===== src/rtl/exec_pkg.sv =====
// Shared definitions for the fetch run controller: FSM encodings, test index width
// and the default debounce interval.
package exec_pkg;

  localparam int TEST_IDX_W = 3;
  localparam int DEB_CNT_W  = 20;
  localparam logic [DEB_CNT_W-1:0] DEBOUNCE_CYCLES_DEF = 20'd500000;

  typedef enum logic [1:0] {
    IDLE  = 2'd0,
    LOAD  = 2'd1,
    RUN   = 2'd2,
    EWAIT = 2'd3
  } seq_state_e;

endpackage


===== src/rtl/exec_sequencer_btn_debounce.sv =====
// Button conditioner: 2-FF synchronizer, stability counter and a registered
// one-cycle pulse on each accepted rising edge.
module btn_debounce
  import exec_pkg::*;
#(
  parameter int                CNT_W           = DEB_CNT_W,
  parameter logic [CNT_W-1:0]  DEBOUNCE_CYCLES = CNT_W'(DEBOUNCE_CYCLES_DEF)
) (
  input  logic clock,
  input  logic reset,
  input  logic btn_i,
  output logic press_o
);

  localparam logic [CNT_W-1:0] LAST_CNT = DEBOUNCE_CYCLES - CNT_W'(1);

  logic             syncMeta_q, syncLevel_q;
  logic             level_q, level_d;
  logic             levelPrev_q;
  logic             press_q;
  logic [CNT_W-1:0] cnt_q, cnt_d;

  // The counter only runs while the synced level disagrees with the accepted one.
  always_comb begin
    cnt_d   = '0;
    level_d = level_q;
    if (syncLevel_q != level_q) begin
      if (cnt_q == LAST_CNT) begin
        level_d = syncLevel_q;
      end else begin
        cnt_d = cnt_q + CNT_W'(1);
      end
    end
  end

  always_ff @(posedge clock or negedge reset) begin
    if (!reset) begin
      syncMeta_q  <= 1'b0;
      syncLevel_q <= 1'b0;
      level_q     <= 1'b0;
      levelPrev_q <= 1'b0;
      press_q     <= 1'b0;
      cnt_q       <= '0;
    end else begin
      syncMeta_q  <= btn_i;
      syncLevel_q <= syncMeta_q;
      level_q     <= level_d;
      levelPrev_q <= level_q;
      press_q     <= level_q & ~levelPrev_q;
      cnt_q       <= cnt_d;
    end
  end

  assign press_o = press_q;

endmodule


===== src/rtl/exec_sequencer.sv =====
// Run controller for instruction fetch: start/continue buttons, test select latch,
// ecall hold. Define STEP_MODE_EN to single-step RUN on each continue press.
module exec_sequencer
  import exec_pkg::*;
#(
  parameter int               CNT_W           = DEB_CNT_W,
  parameter logic [CNT_W-1:0] DEBOUNCE_CYCLES = CNT_W'(DEBOUNCE_CYCLES_DEF)
) (
  input  logic                  clock,
  input  logic                  reset,
  input  logic                  start_btn,
  input  logic                  continue_btn,
  input  logic [TEST_IDX_W-1:0] test_sw,
  input  logic                  ecall,
  output logic                  pc_change,
  output logic                  continue_out,
  output logic [TEST_IDX_W-1:0] test_number,
  output logic                  pc_hold,
  output logic [1:0]            state
);

  logic                  startPress, contPress;
  logic [TEST_IDX_W-1:0] swMeta_q, swSync_q;
  seq_state_e            state_q, state_d;
  logic [TEST_IDX_W-1:0] testNum_q, testNum_d;
  logic                  pcChange_q, pcChange_d;
  logic                  contOut_q, contOut_d;
  logic                  hold_q, hold_d;
`ifdef STEP_MODE_EN
  logic                  stepRel_d;
`endif

  btn_debounce #(.CNT_W(CNT_W), .DEBOUNCE_CYCLES(DEBOUNCE_CYCLES)) u_startDeb (
    .clock(clock), .reset(reset), .btn_i(start_btn), .press_o(startPress)
  );

  btn_debounce #(.CNT_W(CNT_W), .DEBOUNCE_CYCLES(DEBOUNCE_CYCLES)) u_contDeb (
    .clock(clock), .reset(reset), .btn_i(continue_btn), .press_o(contPress)
  );

  // Start always takes priority; contOut_q masks ecall for the cycle after a release.
  always_comb begin
    state_d   = state_q;
    testNum_d = testNum_q;
    contOut_d = 1'b0;
`ifdef STEP_MODE_EN
    stepRel_d = 1'b0;
`endif
    case (state_q)
      IDLE: begin
        if (startPress) begin
          state_d   = LOAD;
          testNum_d = swSync_q;
        end
      end
      LOAD: state_d = RUN;
      RUN: begin
        if (startPress) begin
          state_d   = LOAD;
          testNum_d = swSync_q;
        end else if (ecall && !contOut_q) begin
          state_d = EWAIT;
`ifdef STEP_MODE_EN
        end else if (contPress) begin
          stepRel_d = 1'b1;
`endif
        end
      end
      EWAIT: begin
        if (startPress) begin
          state_d   = LOAD;
          testNum_d = swSync_q;
        end else if (contPress) begin
          state_d   = RUN;
          contOut_d = 1'b1;
        end
      end
      default: state_d = IDLE;
    endcase

    pcChange_d = (state_d == LOAD);
    case (state_d)
      LOAD:    hold_d = 1'b0;
`ifdef STEP_MODE_EN
      RUN:     hold_d = !(contOut_d || stepRel_d);
`else
      RUN:     hold_d = 1'b0;
`endif
      default: hold_d = 1'b1;
    endcase
  end

  always_ff @(posedge clock or negedge reset) begin
    if (!reset) begin
      swMeta_q   <= '0;
      swSync_q   <= '0;
      state_q    <= IDLE;
      testNum_q  <= '0;
      pcChange_q <= 1'b0;
      contOut_q  <= 1'b0;
      hold_q     <= 1'b1;
    end else begin
      swMeta_q   <= test_sw;
      swSync_q   <= swMeta_q;
      state_q    <= state_d;
      testNum_q  <= testNum_d;
      pcChange_q <= pcChange_d;
      contOut_q  <= contOut_d;
      hold_q     <= hold_d;
    end
  end

  assign pc_change    = pcChange_q;
  assign continue_out = contOut_q;
  assign test_number  = testNum_q;
  assign pc_hold      = hold_q;
  assign state        = state_q;

endmodule


===== config.mk =====
export PLATFORM = sky130hd
export DESIGN_NAME = exec_sequencer
export DESIGN_NICKNAME = d
export VERILOG_FILES = /design/src/rtl/exec_pkg.sv /design/src/rtl/exec_sequencer_btn_debounce.sv /design/src/rtl/exec_sequencer.sv
export SDC_FILE = /design/constraint.sdc
export NUM_CORES = 1
export LEC_CHECK = 0
export ABC_AREA = 1
export BUFFER_PORTS_ARGS = -buffer_cell sky130_fd_sc_hd__buf_4
export CAP_MARGIN = 5
export CORE_AREA = 3 3 80 82
export DETAILED_ROUTE_END_ITERATION = 8
export DIE_AREA = 0 0 83 85
export PLACE_DENSITY_LB_ADDON = 0.3
export SLEW_MARGIN = 20
export SYNTH_ARGS = -nofsm -noshare
export SYNTH_HDL_FRONTEND = slang
export SYNTH_SLANG_ARGS = --single-unit
export TNS_END_PERCENT = 50

===== constraint.sdc =====
create_clock -name clock -period 1.6 [get_ports clock]
set_input_delay 0.32 -clock clock [delete_from_list [all_inputs] [get_ports clock]]
set_output_delay 0.32 -clock clock [all_outputs]
set_load 0.02 [all_outputs]

==> metrics.csv, run 1 <==
metric,value,unit
status,finished clean,
row count,28,
FF-to-FF Start,u_contDeb.cnt_q[0],
FF-to-FF End,u_contDeb.cnt_q[5],
endpoint class of the critical path,flop,
crit path DAT,1.70,ns
Final GP Congestion,0.979,
vias in the first global route,2413,
Sw Ratio,0.221,
final setup vio count,0,
CTS sink count,64,
Seq. cell area,1600,um^2
Post-DP HPWL,4.41,mm
Mapped Area,3130,um^2
clk root buf,clkbuf_8,
worst hold start,continue_btn,
antenna diode count,0,
Slew @ Worst Pin,0.404,ns
number of port buffers,15,
NetSw,681,uW
synth unique cells,30,
first-pass GRT wire length,10.9,mm
PD cells,860,nW/um^2
Chip Width,83,um
hold path cells,1,
overall routing resource usage,0.193,
crit path max fanout,7,
die height,85,um
Pins Over Slew Limit,0,
share of the core filled with cells,0.615,
Inserted Clock Buffers,9,
post-synth top area share,0.503,
Die Footprint,7060,um^2
Syn Area/Cell,8.40,um^2
MaxCap Viol Count,0,
Pleak,1.61,nW
Rel. slew slack,0.731,
initial antenna violation count,0,
drt wl/cell,12.3,um
f_max,676,MHz
worst hold path endpoint,u_contDeb.syncMeta_q,
final hold vios,0,
CTS max path bufs,2,
post-synthesis sequential area ratio,0.512,
Power Internal,2.40,mW
Cells after Synth,373,
Starting Density,0.539,
Seq pwr share,0.538,
Filler cells,509,
synthesis-stage register bit count,64,
R2R depth,6,
Worst Hold Class,input pin to flop,
"Data required, critical path",1.82,ns
CTS tree,done,
Clock Latency Late Sink,0.33,ns
class of the most critical setup path,flop to flop,
Routed Wire Length,5.94,mm
Register-to-Register Setup Slack,0.12,ns
main area contributors after synthesis,"dfrtp_1 (50%), nor2_1 (9.3%), nand2_1 (8.5%), inv_1 (5.3%), nand3_1 (5.3%)",
area of the multi-input gates,1360,um^2
Final min period,1.48,ns
combinational fraction of design power,0.033,
CORE AREA,5820,um^2
total grt overflow,0,
pin count of the biggest net entering global routing,35,
Ports,16,
YS warnings,0,
Final ANT Viol Nets,0,
CP Launch Type,flop,
# DRC,0,
Final nets,413,
worst vdd ir,0.000502,V
Clk pwr share,0.429,
Synth Net Count,384,
DRT Pass-1 Iters,4,
CTS H-tree lvls,3,
Vias/cell,4.97,
Post-DP Area,3370,um^2
share of cells above drive strength 1,0.165,
Final period util,0.924,
cell area after layout,3580,um^2
cell taking the most area after synthesis,dfrtp_1,
Area Growth Syn to Fin,14.3,%
DRT iter0 DRCs,171,
Clock Skews,0.0118,ns
clock slew at reported path FFs,0.07,ns
vias,2396,
[registers in the layout, summed over array words and instances (netlist names), 2 cells and up]
name              flops
state                 2
swMeta_q              3
swSync_q              3
test_number           3
u_contDeb.cnt_q      20
u_startDeb.cnt_q     20
[metrics by stage]
step | total power [mW] | TNS [ns] | hold slack [ns] | setup WS (ns) | instances
6_report | 3.08 | 0 | 0.0924 | 0.122 | 482
5_1_grt | 3.24 | -0.00769 | 0.0664 | -0.00390 | 482
4_1_cts | 3.14 | 0 | 0.0608 | 0.0794 | 482
3_5_place_dp | 1.79 | 0 | 0.279 | 0.0917 | 465
3_3_place_gp | 1.78 | 0 | 0.271 | 0.140 | 465
2_1_floorplan | 1.72 | 0 | 0.0244 | 0.306 | 373
[metal layers]
metal  part of all wire  track usage  routed length, um  vias to the layer above
met5                  0            0                  0                        -
met4             0.0081       0.0877                 48                        0
met3              0.056       0.0456                335                        5
met2               0.47        0.305               2810                       64
met1               0.46        0.255               2750                     1117
li1                   -            -                  -                     1210
[repair_timing]
item / 4_1_cts / 5_1_grt
hold endpoints to repair: 29 / 0
setup buffers: 0 / 0
resized for setup: 0 / 3
hold buffers: 1 / 0
endpoints found under the setup margin: 0 / 9
[placed cells by master (no fill, tap or decap), types with 6 or more instances in the layout]
master and n:
xor2_1 15, clkbuf_8 9, nor2_1 77, buf_4 17, nor2_2 8, o21ai_0 6
nand3_1 33, inv_1 44, nor2_4 7, nand2_2 9, nand2_1 70, dfrtp_1 63
[synthesized netlist by cell type]
cell,instances
nor2_2,8
xnor2_1,4
nand3_2,1
o21ai_0,6
o21ai_1,1
dfrtp_1,63
nor2_4,6
nand2_1,71
nand2_4,1
a21oi_1,1
nor3_1,4
inv_2,3
nand4_1,4
and2_1,1
o21bai_1,3
dfstp_2,1
mux2_2,3
buf_2,1
nand3b_1,1
nor3_2,1
nand3_1,33
o31ai_1,1
ha_1,3
xor2_1,15
nor3b_1,4
inv_1,44
nor2_1,78
nand2_2,8
nor3b_2,1
o21a_1,2
[power by group through the flow]
stage               sequential, mW  clock (mW)  combinational, mW
floorplan                     1.68           0             0.0393
global placement              1.69           0             0.0998
detailed placement            1.69           0              0.102
CTS                           1.66        1.38              0.104
global route                  1.66        1.46              0.122
finish                        1.66        1.32              0.101
[kinds of logic (layout without fill, tap and decap cells)]
logic type               count (synthesis)  count (layout)  share of synthesized area
XOR/XNOR                                19              19                     0.0531
AO/OA/AOI/OAI                           14              14                     0.0272
adder cells (fa/ha/maj)                  3               3                     0.0120
multiplexers                             3               3                     0.0108
flip-flops                              64              64                      0.512
buffers and inverters                   48              82                     0.0579
AND/OR/NAND/NOR                        222             222                      0.327
[cell type report]
cell class,instances,share of cell area
clock buffers,11,0.0367
well taps,75,0.0262
multi-input cells,261,0.379
flip-flops and latches,64,0.448
repair buffers,19,0.0441
clock inverters,5,0.0164
inverters,47,0.0493
[critical path, stage by stage (launching register included)]
cell	delay (ns)
dfrtp_1	0.37
ha_1	0.17
nand2_1	0.11
nor2_1	0.17
nand3_1	0.26
nand2_2	0.21
nor2_1	0.06
[worst max path at each step]
stage	from	end	slack, ns	cells past startpoint
after floorplan	u_contDeb.cnt_q[0]	u_contDeb.cnt_q[12]	0.31	7
after global placement	u_contDeb.cnt_q[0]	u_contDeb.cnt_q[18]	0.14	6
after detailed placement	u_contDeb.cnt_q[0]	u_contDeb.cnt_q[0]	0.09	6
after CTS	u_contDeb.cnt_q[0]	u_contDeb.cnt_q[0]	0.08	6
after global routing	u_contDeb.cnt_q[0]	u_contDeb.cnt_q[0]	-0.004	6
final	u_contDeb.cnt_q[0]	u_contDeb.cnt_q[5]	0.12	6
No activity file was read; power rests on OpenSTA's default activity.
==> run 2, diff against run 1 <==
clock period = 1.2 ns   (was 1.6 ns; I/O delays follow)
==> run 2 against run 1 <==
Net effect:
- the run now ends with setup timing left
- non-clock buffer count up 87
- critical path depth up 2
- routed wire length up 55%
- largest cell class is now multi-input gates
- sequential share of layout area down 11 points
- largest power group unchanged
- via count up 25%
- die area unchanged
- final area up 32%
- highest routed layer unchanged
- maximum frequency up 3.2%
- total power up 44%
- utilization up 20 points
- critical path type unchanged
==> metrics.csv, run 2 (same netlist as run 1, synthesis figures left out) <==
metric,value,unit,change
status,finished with violations,,
violated checks,setup timing,,
CTS tree,done,,
Buf/Inv on CP,1,,+1
setup slack at placement,-0.246,ns,-0.338 ns
vias,2995,,+25%
Clock Latency Late Sink,0.36,ns,+0.03 ns
hold path cells,5,,+4
setup slack after layout,-0.232,ns,-0.354 ns
die height,85,um,unchanged
Vias/cell,5.26,,+5.9%
RSZ-0062 raised after global routing,true,,
number of port buffers,15,,unchanged
Clock Skews,0.0136,ns,+0.00182 ns
Pins Over Slew Limit,0,,unchanged
share of cells above drive strength 1,0.443,,+0.279
met3 WL post-DR,509,um,+52%
CTS H-tree lvls,3,,unchanged
# DRC,0,,unchanged
"delay-heaviest family, CP",simple AND/OR/NAND/NOR gates,,
share of the core filled with cells,0.812,,+0.197
Slew @ Worst Pin,0.331,ns,-0.0729 ns
biggest regs,"u_contDeb.cnt_q: 20 flops, u_startDeb.cnt_q: 20 flops",,
Area Growth Syn to Fin,50.8,%,
Post-DP HPWL,5.32,mm,+21%
top sig layer,met4,,
most frequent cell on the critical path,nor2_4,,
overall routing resource usage,0.241,,+0.0481
Worst Hold Class,input pin to flop,,
DRT Pass-1 Iters,6,,+2
drt wl/cell,16.2,um,+31%
first-pass GRT wire length,13.5,mm,+24%
crit path DAT,1.68,ns,-0.02 ns
total grt overflow,0,,unchanged
Total Power,4.44,mW,+44%
CTS sink count,64,,unchanged
initial antenna violation count,0,,unchanged
Filler cells,342,,-33%
Routed Wire Length,9.22,mm,+55%
CP Depth,8,,+2
vias in the first global route,2969,,+23%
Ports,16,,unchanged
f_max,698,MHz,+3.2%
final hold vios,0,,unchanged
Final period util,1.19,,+0.269
CORE AREA,5820,um^2,unchanged
clk root buf,clkbuf_8,,
Final GP Congestion,0.890,,-9.1%
CTS max path bufs,2,,unchanged
Pleak,2.18,nW,+35%
final setup vio count,41,,+41
"Cell Chain, Critical Path",nand2_2 > buf_4 > nor2_4 > nand2_4 > nor2_4 > nand3_1 > nand2_1 > nor2_2,,
"commonest cells after routing, fill and taps aside","buf_4 (88), nor2_1 (56), nand2_1 (56), dfrtp_1 (56), inv_1 (38)",,
clock slew at reported path FFs,0.08,ns,about the same
Final ANT Viol Nets,0,,unchanged
Final min period,1.43,ns,-0.0463 ns
worst vdd ir,0.000799,V,+59%
DRT iter0 DRCs,178,,+4.1%
PD cells,940,nW/um^2,+9.3%
MaxCap Viol Count,0,,unchanged
Inserted Clock Buffers,9,,unchanged
R2R depth,8,,+2
antenna diode count,0,,unchanged
endpoint class of the critical path,flop,,
Final nets,500,,+21%
"most common cell after layout, fill and taps aside",buf_4,,
class of the most critical setup path,flop to flop,,
Rel. slew slack,0.780,,+0.0489
crit path max-delay cell type,dfrtp_1,,
placed insts,524,,+13%
hold slack,0.300,ns,+0.207 ns
"Data required, critical path",1.45,ns,-0.37 ns
pin count of the biggest net entering global routing,25,,-29%
Starting Density,0.539,,unchanged
Chip Width,83,um,unchanged
Layout Cells excl Fill,569,,+18%
crit path max fanout,4,,-3
met2 WL,4.79,mm,+71%
Metal-1 WL,3.53,mm,+28%
CP Launch Type,flop,,
row count,28,,unchanged
"Largest stage delay, worst path",0.44,ns,+0.07 ns
Die Footprint,7060,um^2,unchanged
[run 2: cell count changes in the layout (fill, tap and decap cells not counted), sizes merged]
cell,previous run,this run
buf,18,100
clkinv,2,4
clkbuf,11,10
dlygate4sd3,1,6
clkinvlp,2,1
[run 2: what timing repair did]
| action | 4_1_cts | 5_1_grt |
|---|---|---|
| gates resized for setup | 33 | 72 |
| endpoints found under the setup margin | 42 | 44 |
| pin swaps | 14 | 37 |
| hold buffers | 6 | 0 |
| endpoints found under the hold margin | 25 | 0 |
| buffers inserted | 8 | 15 |
[run 2: final cells by class]
type / instances / area [um^2] / share of cell area
clock buffers: 10 / 138 / 0.0291
well taps: 75 / 93.8 / 0.0199
repair buffers: 106 / 891 / 0.189
flip-flops and latches: 64 / 1610 / 0.341
multi-input cells: 261 / 1740 / 0.369
clock inverters: 6 / 68.8 / 0.0146
inverters: 47 / 179 / 0.0379
[run 2: power by group]
| group | switching [mW] | leakage, nW | internal [mW] |
|---|---|---|---|
| clock | 0.957 | 0.102 | 1.02 |
| sequential | 0.0273 | 0.852 | 2.19 |
| combinational | 0.130 | 1.22 | 0.114 |
[run 2: final timing paths]
kind	start	endpoint	slack (ns)
worst max register to register	u_startDeb.cnt_q[6]	u_startDeb.cnt_q[18]	-0.23
max in group asynchronous	reset	u_startDeb.cnt_q[8]	0.43
min in group asynchronous	reset	u_contDeb.press_o	0.32
worst min register to register	swMeta_q[2]	swSync_q[2]	0.35
worst max-delay path	u_startDeb.cnt_q[6]	u_startDeb.cnt_q[18]	-0.23
worst min-delay path	ecall	state[0]	0.30
[run 2: per-layer routing]
metal	GRT usage	up-vias
met1	0.282	1440
met5	0	-
met3	0.0427	40
li1	-	1395
met2	0.429	120
met4	0.119	0
[run 2: through the flow]
| step | area (um^2) | TNS (ns) |
|---|---|---|
| 2_1_floorplan | 3170 | -0.248 |
| 3_3_place_gp | 3870 | -3.77 |
| 3_5_place_dp | 3870 | -5.20 |
| 4_1_cts | 4340 | -3.00 |
| 5_1_grt | 4720 | -6.92 |
| 6_report | 4720 | -3.96 |
[run 2: worst register-to-register path, stage by stage, from the launching register on]
cell	delay [ns]
dfrtp_1	0.44
nand2_2	0.11
buf_4	0.16
nor2_4	0.15
nand2_4	0.10
nor2_4	0.12
nand3_1	0.11
nand2_1	0.10
nor2_2	0.04
==> run 3, diff against run 2 <==
ABC_AREA = not set   (was 1)
CORE_AREA = 3 3 76 78   (was 3 3 80 82)
DIE_AREA = 0 0 79 81   (was 0 0 83 85)
==> run 3 against run 2 <==
Net effect:
- the flow still finishes with violations (setup timing)
- die area down 9.3%
- maximum frequency down 26%
- synthesized cell count down 31%
- area after synthesis down 11%
- final area down 9.9%
- via count down 13%
- critical path depth down 2
- critical path type unchanged
- largest power group unchanged
==> metrics.csv, run 3 <==
metric,value,unit,change
row count,26,,-7.1%
"Cell Chain, Critical Path",or4b_4 > buf_6 > o41ai_4 > buf_4 > clkbuf_16 > a21oi_1,,
most frequent cells after synthesis,"dfrtp_1 (63), nor2_1 (40), xnor2_1 (26), nand3_1 (14), nand2_1 (13)",,
Die Footprint,6400,um^2,-9.3%
"Largest stage delay, worst path",0.57,ns,+0.13 ns
cell area after layout,4250,um^2,-9.9%
number of port buffers,15,,unchanged
vias,2591,,-13%
Post-DP HPWL,4.27,mm,-20%
post-synthesis sequential area ratio,0.576,,+0.0645
Slew @ Worst Pin,0.438,ns,+0.107 ns
RSZ-0062 raised after global routing,true,,
"EDFF count, synth",0,,unchanged
Cells after Synth,256,,-31%
Inserted Clock Buffers,9,,unchanged
status,finished with violations,,
worst vdd ir,0.00102,V,+28%
overall routing resource usage,0.247,,+0.00529
PD cells,1120,nW/um^2,+19%
share of flip-flops with an asynchronous set or reset,1.00,,unchanged
FF-to-FF End,u_startDeb.cnt_q[17],,
f_max,517,MHz,-26%
crit path DAT,2.16,ns,+0.48 ns
Final GP Congestion,0.869,,-2.4%
setup slack after layout,-0.734,ns,-0.502 ns
total grt overflow,0,,unchanged
Final min period,1.93,ns,+0.502 ns
Clock Skews,0.0107,ns,-0.00285 ns
DRT Pass-1 Iters,5,,-1
synth unique cells,33,,+10%
Most used DFF post-synth,dfrtp_1,,
Mapped Area,2780,um^2,-11%
Rel. slew slack,0.705,,-0.0747
Chip Width,79,um,-4.8%
cell taking the most area after synthesis,dfrtp_1,,
crit path max-delay cell type,or4b_4,,
Pleak,1.89,nW,-13%
Starting Density,0.541,,+0.00263
final hold vios,0,,unchanged
Post-DP Area,3540,um^2,-8.7%
Routed Wire Length,8.78,mm,-4.8%
Clock Latency Late Sink,0.35,ns,about the same
Register-to-Register Setup Slack,-0.73,ns,-0.50 ns
CTS max path bufs,2,,unchanged
cell with the most instances after synthesis,dfrtp_1,,
endpoint class of the critical path,flop,,
final setup vio count,43,,+4.9%
Final ANT Viol Nets,0,,unchanged
biggest regs,"u_contDeb.cnt_q: 20 flops, u_startDeb.cnt_q: 20 flops",,
FF-to-FF Start,u_startDeb.cnt_q[10],,
"Data required, critical path",1.42,ns,-0.03 ns
R2R depth,6,,-2
CTS H-tree lvls,3,,unchanged
CORE AREA,5140,um^2,-12%
MaxCap Viol Count,0,,unchanged
# DRC,0,,unchanged
YS warnings,0,,unchanged
Ports,16,,unchanged
Layout Cells excl Fill,443,,-22%
violated checks,setup timing,,
main area contributors after synthesis,"dfrtp_1 (57%), xnor2_1 (8.2%), nor2_1 (5.4%), nand4_1 (2.7%), nor4_1 (2.7%)",,
"commonest cells after routing, fill and taps aside","buf_4 (88), dfrtp_1 (61), xnor2_1 (23), nor2_1 (19), nand3_1 (13)",,
crit path max fanout,9,,+5
CTS tree,done,,
CP Launch Type,flop,,
share of cells above drive strength 1,0.458,,+0.0151
Synth Net Count,267,,-30%
initial antenna violation count,0,,unchanged
placed insts,406,,-23%
Total Power,4.75,mW,+7.0%
vias in the first global route,2516,,-15%
Final period util,1.61,,+0.418
clock slew at reported path FFs,0.08,ns,about the same
class of the most critical setup path,flop to flop,,
"most common cell after layout, fill and taps aside",buf_4,,
clk root buf,clkbuf_8,,
die height,81,um,-4.7%
DRT iter0 DRCs,207,,+16%
first-pass GRT wire length,11.8,mm,-12%
Filler cells,262,,-23%
antenna diode count,0,,unchanged
post-synth top area share,0.567,,+0.0634
synthesis-stage register bit count,64,,unchanged
CTS sink count,64,,unchanged
Syn Area/Cell,10.9,um^2,+29%
Area Growth Syn to Fin,52.9,%,
Vias/cell,5.85,,+11%
Worst Hold Class,input pin to asynchronous set/reset pin,,
drt wl/cell,19.8,um,+22%
pin count of the biggest net entering global routing,30,,+20%
Pins Over Slew Limit,0,,unchanged
Final nets,379,,-24%
## run 3: changes by cell type in the layout (fill, tap and decap cells not counted), sizes merged, moves of 4 or more
cell | previous run | this run
nor2 | 92 | 40
nand3 | 34 | 14
or3 | 0 | 4
a21oi | 1 | 8
or4 | 0 | 4
xnor2 | 4 | 26
inv | 47 | 13
nor4 | 0 | 12
nor3b | 5 | 1
nor3 | 5 | 9
nand2 | 80 | 13
nand4 | 4 | 13
xor2 | 15 | 5
## run 3: cells by family after synthesis
logic type | after synthesis | share of synthesized area
AND/OR/NAND/NOR | 120 | 0.222
XOR/XNOR | 31 | 0.0976
multiplexers | 7 | 0.0274
buffers and inverters | 15 | 0.0238
AO/OA/AOI/OAI | 16 | 0.0396
adder cells (fa/ha/maj) | 3 | 0.0135
flip-flops | 64 | 0.576
## run 3: cell type report
cell class	instances	area [um^2]	share of cell area
clock buffers	9	124	0.0291
repair buffers	105	890	0.209
flip-flops and latches	64	1610	0.377
clock inverters	7	104	0.0244
inverters	11	41.3	0.00971
multi-input cells	177	1400	0.330
well taps	70	87.6	0.0206
## run 3: repair_timing
item,in CTS,in global routing
endpoints found under the setup margin,43,49
gates resized for setup,21,48
gates cloned,1,2
endpoints found under the hold margin,25,0
setup buffers,5,7
hold buffers,6,0
pin swaps,6,13
## run 3: critical path: cells and delay by family (launching register included)
| family | cells | cell delay (ns) |
|---|---|---|
| AO/OA/AOI/OAI | 2 | 0.27 |
| buffers and inverters | 3 | 0.54 |
| flip-flops | 1 | 0.43 |
| AND/OR/NAND/NOR | 1 | 0.57 |
## run 3: metrics by stage
stage                     hold slack, ns  TNS, ns   util  setup slack, ns
after floorplan                  -0.0556   -17.40      -           -0.523
after global placement             0.147   -17.32  0.688           -0.489
after detailed placement           0.145   -18.77  0.688           -0.569
after CTS                          0.327   -17.46  0.769           -0.513
after global routing               0.345   -27.70  0.828           -0.769
final                              0.317   -26.29  0.828           -0.734
## run 3: worst max-delay path by stage
stage                         startpoint                    to  slack [ns]  cells after the start
finish              u_startDeb.cnt_q[10]  u_startDeb.cnt_q[17]       -0.73                      6
global route        u_startDeb.cnt_q[10]  u_startDeb.cnt_q[17]       -0.77                      6
CTS                 u_startDeb.cnt_q[10]  u_startDeb.cnt_q[13]       -0.51                      5
detailed placement   u_startDeb.cnt_q[0]  u_startDeb.cnt_q[18]       -0.57                      5
global placement    u_startDeb.cnt_q[10]    u_startDeb.level_q       -0.49                      3
floorplan           u_startDeb.cnt_q[10]   u_startDeb.cnt_q[0]       -0.52                      4
## run 3: report_power, final
| part | total, mW | switching [mW] | leakage (nW) | internal [mW] |
|---|---|---|---|---|
| combinational | 0.342 | 0.174 | 0.922 | 0.168 |
| clock | 2.18 | 0.983 | 0.114 | 1.20 |
| sequential | 2.23 | 0.0344 | 0.850 | 2.20 |
| total | 4.75 | 1.19 | 1.89 | 3.56 |
## run 3: routing by layer
| metal | part of all wire | track usage |
|---|---|---|
| met1 | 0.38 | 0.284 |
| met2 | 0.51 | 0.424 |
| met3 | 0.064 | 0.0532 |
| met4 | 0.043 | 0.146 |
| met5 | 0 | 0 |
